**src/rtl/control_if.sv**
```systemverilog
// Control bundle between the multi-cycle control unit and the datapath.
// The control unit is the master; the datapath is the slave.
interface control_if #(
  parameter int CNT_W = 32
);
  logic [31:0]      instr;
  logic [4:0]       status;
  logic             pcsrc;
  logic             alusrc;
  logic [3:0]       aluop;
  logic             memrw;
  logic             wb;
  logic             regrw;
  logic [1:0]       immgen_ctrl;
  logic             pc_en;
  logic             ir_en;
  logic             trap;
  logic [CNT_W-1:0] retired;

  modport master (
    input  instr, status,
    output pcsrc, alusrc, aluop, memrw, wb, regrw,
    output immgen_ctrl, pc_en, ir_en, trap, retired
  );

  modport slave (
    output instr, status,
    input  pcsrc, alusrc, aluop, memrw, wb, regrw,
    input  immgen_ctrl, pc_en, ir_en, trap, retired
  );
endinterface

```
**src/rtl/control_fsm.sv**
```systemverilog
// Multi-cycle FETCH/DECODE/EXEC/MEM/WB sequencer driving datapath controls,
// with illegal-opcode trap and a retired-instruction counter.
module control_fsm #(
  parameter bit TRAP_ON_ILLEGAL = 1'b1,
  parameter int CNT_W           = 32
) (
  input  logic      clk,
  input  logic      rst,
  control_if.master ctl
);

  typedef enum logic [2:0] {
    S_FETCH, S_DECODE, S_EXEC, S_MEM, S_WB, S_TRAP
  } state_t;

  typedef enum logic [1:0] {
    C_ALU, C_LD, C_ST, C_BR
  } cls_t;

  typedef struct packed {
    cls_t       cls;
    logic [2:0] f3;
    logic [3:0] aluop;
    logic       alusrc;
    logic [1:0] imm;
    logic       wb;
  } dec_t;

  localparam logic [6:0] OP_R  = 7'b0110011;
  localparam logic [6:0] OP_I  = 7'b0010011;
  localparam logic [6:0] OP_LD = 7'b0000011;
  localparam logic [6:0] OP_ST = 7'b0100011;
  localparam logic [6:0] OP_BR = 7'b1100011;

  localparam dec_t DEC_NOP = '{
    cls: C_ALU, f3: 3'd0, aluop: 4'b0010,
    alusrc: 1'b0, imm: 2'b00, wb: 1'b0
  };

  state_t           r_state;
  dec_t             r_dec;
  logic [CNT_W-1:0] r_retired;

  dec_t       w_dec;
  dec_t       w_view;
  logic       w_ill;
  logic [4:0] w_alu;
  logic [6:0] w_op;
  logic [2:0] w_f3;
  logic [6:0] w_f7;
  logic       w_z, w_n, w_v;
  logic       w_taken;
  logic       w_pc_en, w_ir_en, w_regrw, w_memrw;
  logic       w_pcsrc, w_trap;
  logic       w_unused;

  // {valid, aluop} for the funct3 encodings shared by R and I-ALU
  function automatic logic [4:0] alu_f3(input logic [2:0] f3);
    unique case (f3)
      3'b000:  return 5'b1_0010;
      3'b111:  return 5'b1_0000;
      3'b110:  return 5'b1_0001;
      3'b100:  return 5'b1_0011;
      3'b010:  return 5'b1_0111;
      default: return 5'b0_0010;
    endcase
  endfunction

  assign w_op     = ctl.instr[6:0];
  assign w_f3     = ctl.instr[14:12];
  assign w_f7     = ctl.instr[31:25];
  assign w_z      = ctl.status[0];
  assign w_n      = ctl.status[1];
  assign w_v      = ctl.status[3];
  assign w_unused = ^{ctl.instr[24:15], ctl.instr[11:7],
                      ctl.status[4], ctl.status[2]};

  always_comb begin
    w_dec = DEC_NOP;
    w_ill = 1'b1;
    w_alu = alu_f3(w_f3);
    unique case (w_op)
      OP_R: begin
        if (w_f7 == 7'b0100000 && w_f3 == 3'b000) begin
          w_dec.aluop = 4'b0110;
          w_ill       = 1'b0;
        end else if (w_f7 == 7'b0000000) begin
          w_dec.aluop = w_alu[3:0];
          w_ill       = !w_alu[4];
        end
      end
      OP_I: begin
        w_dec.aluop  = w_alu[3:0];
        w_dec.alusrc = 1'b1;
        w_ill        = !w_alu[4];
      end
      OP_LD: begin
        w_dec.cls    = C_LD;
        w_dec.alusrc = 1'b1;
        w_dec.imm    = 2'b01;
        w_dec.wb     = 1'b1;
        w_ill        = (w_f3 != 3'b010);
      end
      OP_ST: begin
        w_dec.cls    = C_ST;
        w_dec.alusrc = 1'b1;
        w_dec.imm    = 2'b10;
        w_ill        = (w_f3 != 3'b010);
      end
      OP_BR: begin
        w_dec.cls   = C_BR;
        w_dec.f3    = w_f3;
        w_dec.aluop = 4'b0110;
        w_dec.imm   = 2'b11;
        w_ill       = !(w_f3 == 3'b000 || w_f3 == 3'b001 ||
                        w_f3 == 3'b100 || w_f3 == 3'b101);
      end
      default: ;
    endcase
  end

  always_comb begin
    unique case (r_dec.f3)
      3'b000:  w_taken = w_z;
      3'b001:  w_taken = !w_z;
      3'b100:  w_taken = w_n ^ w_v;
      3'b101:  w_taken = !(w_n ^ w_v);
      default: w_taken = 1'b0;
    endcase
  end

  // reset forces every output to its idle value in the same cycle
  always_comb begin
    w_view  = DEC_NOP;
    w_ir_en = 1'b0;
    w_pc_en = 1'b0;
    w_regrw = 1'b0;
    w_memrw = 1'b0;
    w_pcsrc = 1'b0;
    w_trap  = 1'b0;
    if (!rst) begin
      unique case (r_state)
        S_FETCH:  w_ir_en = 1'b1;
        S_DECODE: begin
          w_view  = w_dec;
          w_pc_en = w_ill && !TRAP_ON_ILLEGAL;
        end
        S_EXEC: begin
          w_view  = r_dec;
          w_pc_en = (r_dec.cls == C_BR);
          w_pcsrc = (r_dec.cls == C_BR) && w_taken;
        end
        S_MEM: begin
          w_view  = r_dec;
          w_pc_en = (r_dec.cls == C_ST);
          w_memrw = (r_dec.cls == C_ST);
        end
        S_WB: begin
          w_view  = r_dec;
          w_pc_en = 1'b1;
          w_regrw = 1'b1;
        end
        S_TRAP:   w_trap = 1'b1;
        default: ;
      endcase
    end
  end

  always_ff @(posedge clk) begin
    if (rst) begin
      r_state   <= S_FETCH;
      r_dec     <= DEC_NOP;
      r_retired <= '0;
    end else begin
      if (w_pc_en)
        r_retired <= r_retired + CNT_W'(1);
      unique case (r_state)
        S_FETCH:  r_state <= S_DECODE;
        S_DECODE: begin
          r_dec <= w_dec;
          if (w_ill)
            r_state <= TRAP_ON_ILLEGAL ? S_TRAP : S_FETCH;
          else
            r_state <= S_EXEC;
        end
        S_EXEC: begin
          unique case (r_dec.cls)
            C_BR:       r_state <= S_FETCH;
            C_LD, C_ST: r_state <= S_MEM;
            default:    r_state <= S_WB;
          endcase
        end
        S_MEM:
          r_state <= (r_dec.cls == C_LD) ? S_WB : S_FETCH;
        S_WB:     r_state <= S_FETCH;
        S_TRAP:   r_state <= S_TRAP;
        default:  r_state <= S_FETCH;
      endcase
    end
  end

  assign ctl.pcsrc       = w_pcsrc;
  assign ctl.alusrc      = w_view.alusrc;
  assign ctl.aluop       = w_view.aluop;
  assign ctl.memrw       = w_memrw;
  assign ctl.wb          = w_view.wb;
  assign ctl.regrw       = w_regrw;
  assign ctl.immgen_ctrl = w_view.imm;
  assign ctl.pc_en       = w_pc_en;
  assign ctl.ir_en       = w_ir_en;
  assign ctl.trap        = w_trap;
  assign ctl.retired     = r_retired;

endmodule

```
**src/flat_wrapper.sv**
```systemverilog
// flat-port wrapper written by rule: the top's interface ports become plain ports
module control_fsm_flat 
#(
  parameter bit TRAP_ON_ILLEGAL = 1'b1,
  parameter int CNT_W           = 32
)
  (clk, rst, ctl_instr, ctl_status, ctl_pcsrc, ctl_alusrc, ctl_aluop, ctl_memrw, ctl_wb, ctl_regrw, ctl_immgen_ctrl, ctl_pc_en, ctl_ir_en, ctl_trap, ctl_retired);
  control_if #(.CNT_W(CNT_W)) ctl_i ();
  input  logic clk;
  input  logic rst;
  input wire logic [$bits(ctl_i.instr)-1:0] ctl_instr;
  input wire logic [$bits(ctl_i.status)-1:0] ctl_status;
  output wire logic [$bits(ctl_i.pcsrc)-1:0] ctl_pcsrc;
  output wire logic [$bits(ctl_i.alusrc)-1:0] ctl_alusrc;
  output wire logic [$bits(ctl_i.aluop)-1:0] ctl_aluop;
  output wire logic [$bits(ctl_i.memrw)-1:0] ctl_memrw;
  output wire logic [$bits(ctl_i.wb)-1:0] ctl_wb;
  output wire logic [$bits(ctl_i.regrw)-1:0] ctl_regrw;
  output wire logic [$bits(ctl_i.immgen_ctrl)-1:0] ctl_immgen_ctrl;
  output wire logic [$bits(ctl_i.pc_en)-1:0] ctl_pc_en;
  output wire logic [$bits(ctl_i.ir_en)-1:0] ctl_ir_en;
  output wire logic [$bits(ctl_i.trap)-1:0] ctl_trap;
  output wire logic [$bits(ctl_i.retired)-1:0] ctl_retired;
  assign ctl_i.instr = ctl_instr;
  assign ctl_i.status = ctl_status;
  assign ctl_pcsrc = ctl_i.pcsrc;
  assign ctl_alusrc = ctl_i.alusrc;
  assign ctl_aluop = ctl_i.aluop;
  assign ctl_memrw = ctl_i.memrw;
  assign ctl_wb = ctl_i.wb;
  assign ctl_regrw = ctl_i.regrw;
  assign ctl_immgen_ctrl = ctl_i.immgen_ctrl;
  assign ctl_pc_en = ctl_i.pc_en;
  assign ctl_ir_en = ctl_i.ir_en;
  assign ctl_trap = ctl_i.trap;
  assign ctl_retired = ctl_i.retired;
  control_fsm #(.TRAP_ON_ILLEGAL(TRAP_ON_ILLEGAL), .CNT_W(CNT_W)) u_core (.clk(clk), .rst(rst), .ctl(ctl_i));
endmodule
```
**config.mk**
```make
export PLATFORM = sky130hd
export DESIGN_NAME = control_fsm_flat
export DESIGN_NICKNAME = d
export VERILOG_FILES = /design/src/rtl/control_if.sv /design/src/rtl/control_fsm.sv /design/src/flat_wrapper.sv
export SDC_FILE = /design/constraint.sdc
export NUM_CORES = 1
export LEC_CHECK = 0
export ABC_AREA = 1
export BUFFER_PORTS_ARGS = -buffer_cell sky130_fd_sc_hd__clkbuf_2
export CELL_PAD_IN_SITES_DETAIL_PLACEMENT = 1
export CELL_PAD_IN_SITES_GLOBAL_PLACEMENT = 1
export CORE_MARGIN = 10
export CORE_UTILIZATION = 38
export CTS_BUF_LIST = sky130_fd_sc_hd__clkbuf_8
export DETAILED_ROUTE_END_ITERATION = 12
export PLACE_DENSITY = 0.87
export SLEW_MARGIN = 20
export SYNTH_ARGS = -nofsm -noshare
export SYNTH_HDL_FRONTEND = slang
export SYNTH_SLANG_ARGS = --single-unit
```
**constraint.sdc**
```tcl
create_clock -name clk -period 3 [get_ports clk]
set_input_delay 0.3 -clock clk [delete_from_list [all_inputs] [get_ports clk]]
set_output_delay 0.3 -clock clk [all_outputs]
set_load 0.01 [all_outputs]
```
=== After elaboration in Yosys (flattened, before gate mapping) ===
Cells that the tools add are included.

* Bitwise logic cells: 1
* Equality and inequality tests: 24
* Multiplexer cells: 30
* Add/sub/neg operators: 1
* Reduce and logical (&&, ||, !) cells: 17

{| class="wikitable"
|+ Operator list
! cell !! count
|-
| 32-bit by 1-bit adder with 32-bit output, second input constant || 1
|-
| 5-bit case mux with 5 select lines || 1
|-
| 3-bit == test, second input constant || 8
|-
| 7-bit by 6-bit == test with 1-bit output, second input constant || 3
|-
| 8-bit case mux with 2 select lines || 1
|-
| 1-bit 2-to-1 mux || 15
|-
| 3-bit case mux with 5 select lines || 1
|-
| 4-bit case mux with 3 select lines || 1
|-
| 3-bit by 1-bit == test with 1-bit output, second input constant || 3
|-
| 3-bit by 2-bit == test with 1-bit output, second input constant || 3
|-
| 3-bit zero test || 3
|-
| 3-bit 2-to-1 mux || 3
|-
| 4-bit 2-to-1 mux || 2
|-
| 8-bit 2-to-1 mux || 1
|-
| 1-bit case mux with 4 select lines || 2
|-
| 7-bit by 2-bit == test with 1-bit output, second input constant || 1
|-
| 7-bit by 5-bit == test with 1-bit output, second input constant || 1
|-
| 7-bit == test, second input constant || 1
|-
| 7-bit zero test || 1
|-
| 2-bit case mux with 3 select lines || 1
|-
| 3-bit case mux with 2 select lines || 1
|-
| 3-bit OR reduction || 2
|-
| 2-bit == test, second input constant || 2
|-
| 1-bit zero test || 4
|-
| 7 further kinds || 11
|}

* Output and inout bits: 46
* Flip-flop bits (word level): 46
* Word-level logic and storage cells: 80
* Input bits: 39

=== Logic depth before layout (Yosys ltp) ===
* Depth after elaboration: 8
* Mapped depth: 11
* Mapped depth without buffers: 11

=== Worst setup path before layout ===
OpenSTA, ideal clock, no wires.

* Kind: register -> register
* Start: register u_core.r_retired[0] (netlist: u_core.ctl.retired[0])
* End: register u_core.r_retired[26] (netlist: u_core.ctl.retired[26])
* Setup slack: 1.407 ns
* Data required time: 2.872 ns
* Path buffers: 0
* Data arrival time: 1.465 ns
* Library setup time: 0.128 ns
* Clock period less this slack: 1.593 ns
* Stages on the path, launching flop included: 11
* Cell sequence: dfxtp_1 ha_1 nand3_2 nor2_4 nand2_2 nor2_2 nand2_1 nor2_2 nand3_1 nand2_1 nor2_1

* Longest elaborated chain between the ends: 1

{| class="wikitable"
|+ RTL lines
! what !! RTL line !! RTL
|-
| start, declared || control_fsm.sv:42 || <nowiki>logic [CNT_W-1:0] r_retired;</nowiki>
|-
| start signal, assigned || control_fsm.sv:176 || <nowiki>r_retired <= r_retired + CNT_W'(1);</nowiki>
|-
| 32-bit by 1-bit adder with 32-bit output || control_fsm.sv:176 ||
|}

Every way passes these cells.
A chain may end at the register's enable or synchronous reset.

=== Final worst setup path ===
* Start: register u_core.r_state[0]
* End: output port ctl_aluop[0]

* Longest elaborated chain between the ends: 4
* Elaborated cells between the ends (all ways): 7
* Classes of those cells: eq/ne: 4; mux: 2; reduce/logical: 1

{| class="wikitable"
|+ RTL lines
! what !! RTL line !! RTL
|-
| start, declared || control_fsm.sv:40 || <nowiki>state_t r_state;</nowiki>
|-
| start signal, assigned || control_fsm.sv:182 || <nowiki>r_state <= TRAP_ON_ILLEGAL ? S_TRAP : S_FETCH;</nowiki>
|-
| start signal, assigned || control_fsm.sv:194 || <nowiki>r_state <= (r_dec.cls == C_LD) ? S_WB : S_FETCH;</nowiki>
|-
| 3-bit == test / 3-bit by 2-bit == test with 1-bit output (equally long branches) || control_fsm.sv:142 || <nowiki>unique case (r_state)</nowiki>
|-
| 3-bit OR reduction (no source line) || - ||
|-
| 8-bit case mux with 2 select lines (*) || control_fsm.sv:142 ||
|-
| 8-bit 2-to-1 mux (*) || control_fsm.sv:141 || <nowiki>if (!rst) begin</nowiki>
|-
| end, declared || flat_wrapper.sv:15 || <nowiki>output wire logic [$bits(ctl_i.aluop)-1:0] ctl_aluop;</nowiki>
|}

Every way passes the cells marked *; elsewhere a longest branch is shown, timed or not.

==> tab_implementation.tex <==
\begin{tabular}{lr}
\hline
Metric & Value \\
\hline
\multicolumn{2}{l}{\textbf{Cells and area}} \\
Number of nets in the layout & 579 \\
Count of filler cells inserted in the layout & 1063 \\
Final antenna diode count & 0 \\
Layout cells sized above 1 & 17.91\% \\
Area taken by flip-flops and latches & 900.9 sq um \\
Final Instance Area & approximately 3400 sq um \\
Area of the multi-input gates & 1754 sq um \\
Layout-stage area growth over the synthesis result & 16.31\% \\
Final std cells w/o fill & 635 \\
\multicolumn{2}{l}{\textbf{Route}} \\
Remaining number of nets flagged by the antenna check after routing & 0 \\
WL per Instance & between 10 and 15 microns \\
Routed wire length & about 9200 microns \\
Number of vias per cell & 5.124 \\
Iter 0 DRT Violations & 118 \\
Total via count in the routed design & 3254 \\
Drt first pass iters & 4 \\
Remaining routing DRC violations & 0 \\
\multicolumn{2}{l}{\textbf{Clock network}} \\
Reg clk slew, reported paths & 90 ps \\
CTS sink count & 45 \\
Insertion delay of the later-clocked pin in the worst-skew pair & 310 ps \\
Depth of the CTS H-tree & 2 \\
Post-cts repair resize count & 0 \\
CTS Root Cell & clkbuf\_8 \\
Setup Buffers After CTS & 0 \\
Hold buffer count at CTS & 0 \\
Clock tree from TritonCTS & built \\
Number of buffers added by the clock tree synthesis step & 5 \\
Largest buffer count on any clock path & 2 \\
\multicolumn{2}{l}{\textbf{Place}} \\
Worst setup slack before clock tree synthesis & 779.8 ps \\
Inst Count DP & 627 \\
Routability Congestion & 0.8073 \\
Number of I/O port buffers & 66 \\
HPWL after detailed placement & a little over 7000 microns \\
Placed cell area & approximately 3300 sq um \\
\multicolumn{2}{l}{\textbf{Floorplanning}} \\
Starting utilization of the core area & 39.56\% \\
Core area & 7370 sq um \\
Die area & between 10000 and 15000 sq um \\
Site Rows & 31 \\
Floorplan die width & 107.6 microns \\
Die Ht & around 110 microns \\
\# IOs & between 80 and 90 \\
\multicolumn{2}{l}{\textbf{STA}} \\
Final worst path period share & 84.72\% \\
Hold WS & 309.0 ps \\
Final hold violation count & 0 \\
Setup repair after global routing missed its margin & false \\
Shortest period the worst path allows & 2542 ps \\
Worst Skew & 11.70 ps \\
Final WS setup & between 400 and 500 ps \\
Fmax & 0.3935 GHz \\
Actual transition at the worst max-transition pin & around 570 ps \\
Setup violation total in the final timing report & 0 \\
Headroom to the max-slew limit & 61.73\% \\
Max-slew violations & 0 \\
Total negative slack for setup checks & 0 ps \\
\multicolumn{2}{l}{\textbf{Setup path}} \\
Data arrival time of the critical path & between 2000 and 2500 ps \\
Nature of the critical path startpoint & register \\
Type of the setup path with the least slack & reg2out \\
Worst Path Required & 2700 ps \\
Element type at the critical path end & output pin \\
Highest net fanout along the worst path & 14 \\
\multicolumn{2}{l}{\textbf{Global route}} \\
Via count of the first global-routing pass & 3413 \\
GR Util All Layers & 16.18\% \\
Residual overflow from global routing & 0 \\
Antenna violations before repair & 0 \\
Wire length of the first global-routing pass & 15840 microns \\
Pin count of the biggest net entering global routing & 37 \\
\multicolumn{2}{l}{\textbf{Min path}} \\
HP Class & in2reg \\
\multicolumn{2}{l}{\textbf{Synthesis}} \\
Number of nets in the synthesized netlist & $\sim$520 \\
Ys Warns & 0 \\
Cells taking the most area after synthesis & dfxtp\_1 (31\%), nand2\_1 (19\%), nor2\_1 (10\%) \\
Number of enable-type register cells in the synthesized netlist & 0 \\
Most common cell in the synthesized netlist & nand2\_1 \\
Synth cell types & 39 \\
Syn avg cell area & 6.176 sq um \\
Dominant cell type by area after synthesis & dfxtp\_1 \\
Number of cells produced by synthesis & 472 \\
Fraction of the yosys area taken by sequential cells & 30.90\% \\
Leading post-synthesis cells by instance count & nand2\_1 (144), nor2\_1 (78), dfxtp\_1 (45), inv\_1 (45), a21oi\_1 (31) \\
Flops \& latches, synth & 45 \\
Cell Area, Synth & 2915 sq um \\
Post-synthesis async set-or-reset flop share & 0\% \\
Area share of the largest cell type after synthesis & 30.90\% \\
Synth Flop Type & dfxtp\_1 \\
\multicolumn{2}{l}{\textbf{Outcome}} \\
Result of the run & completed \\
\multicolumn{2}{l}{\textbf{Pwr}} \\
Power density relative to cell area & 339.9 nW/um\^{}2 \\
Static power due to leakage & 1.425 nW \\
VDD IR-drop max & 0.1604 mV \\
\multicolumn{2}{l}{\textbf{Run}} \\
Total of max-cap violations & 0 \\
\hline
\end{tabular}
[layout by cell type (no fill, tap or decap), types with 2 or more instances in the layout]
cell type  count
o21a_1         4
nand3_1       30
nand2_2        3
dfxtp_1       45
nor2_1        78
a31oi_1        7
inv_2          2
clkbuf_8       5
nor2_4         2
nand2_1      144
o21ai_0       10
nor4_1         2
nor3_1         8
nor2_2         7
ha_1           5
clkbuf_2      66
nand3b_1       3
inv_1         47
buf_4          2
o21ai_2        2
a21oi_1       31
nand4_1       12
xnor2_1        5
nor3_2         2
[power breakdown]
| part | switching (mW) | leakage, nW | internal (mW) | total, mW |
|---|---|---|---|---|
| sequential | 0.0146 | 0.363 | 0.608 | 0.623 |
| clock | 0.215 | 0.0467 | 0.159 | 0.373 |
| combinational | 0.110 | 1.01 | 0.0471 | 0.157 |
[cell type report]
class,instances,share of cell area [%]
clock buffer,5,2.030
clock inverter,3,0.4428
inverter,48,5.387
multi-input combinational,367,51.73
sequential,45,26.57
tap,99,3.653
timing repair buffer,68,10.18
[state kept, by name, summed over array words and instances (netlist names)]
signal	count
u_core.ctl.retired	32
u_core.r_dec	10
u_core.r_state	3
[worst paths after layout]
kind | slack (ps) | to | cells after the start | from
worst max-delay path | 460 | ctl_aluop[0] | 7 | u_core.r_state[0]
worst min register to register | 470 | u_core.r_dec[3] | 2 | u_core.r_dec[3]
worst max register to register | 1090 | u_core.ctl.retired[20] | 10 | u_core.r_dec[11]
worst min-delay path | 310 | u_core.r_dec[10] | 3 | ctl_instr[14]
[kinds of logic (layout without fill, tap and decap cells)]
kind of cell    after synthesis  count (layout)  share of synthesized area (%)
simple gates                297             297                          44.81
compound gates               58              58                          11.29
buf+inv                      60             124                          8.927
xor+xnor                      6               6                          1.803
flops                        45              45                          30.90
fa+ha+maj                     5               5                          2.146
other cells                   1               1                         0.1286
[routing by layer]
layer	share of wire [%]	GRT usage, %	up-vias
li1	-	-	1643
met4	1.5	5.248	0
met2	50	27.67	54
met1	43	18.78	1545
met3	5.4	4.910	12
met5	0	0	-
[worst max-delay path: stages (launching register included)]
cell,delay (ps)
dfxtp_1,470
nand2_1,140
nor2_2,450
inv_2,210
nor2_1,150
o2111ai_1,150
a21oi_1,190
clkbuf_2,160
[metrics by stage]
step,utilization [%],total power [mW]
final,46.01,1.152
after global routing,46.01,1.211
after CTS,46.01,1.163
after detailed placement,44.87,0.7945
after global placement,44.87,0.7861
after floorplan,-,0.7408
(Power assumes the default switching activity.)
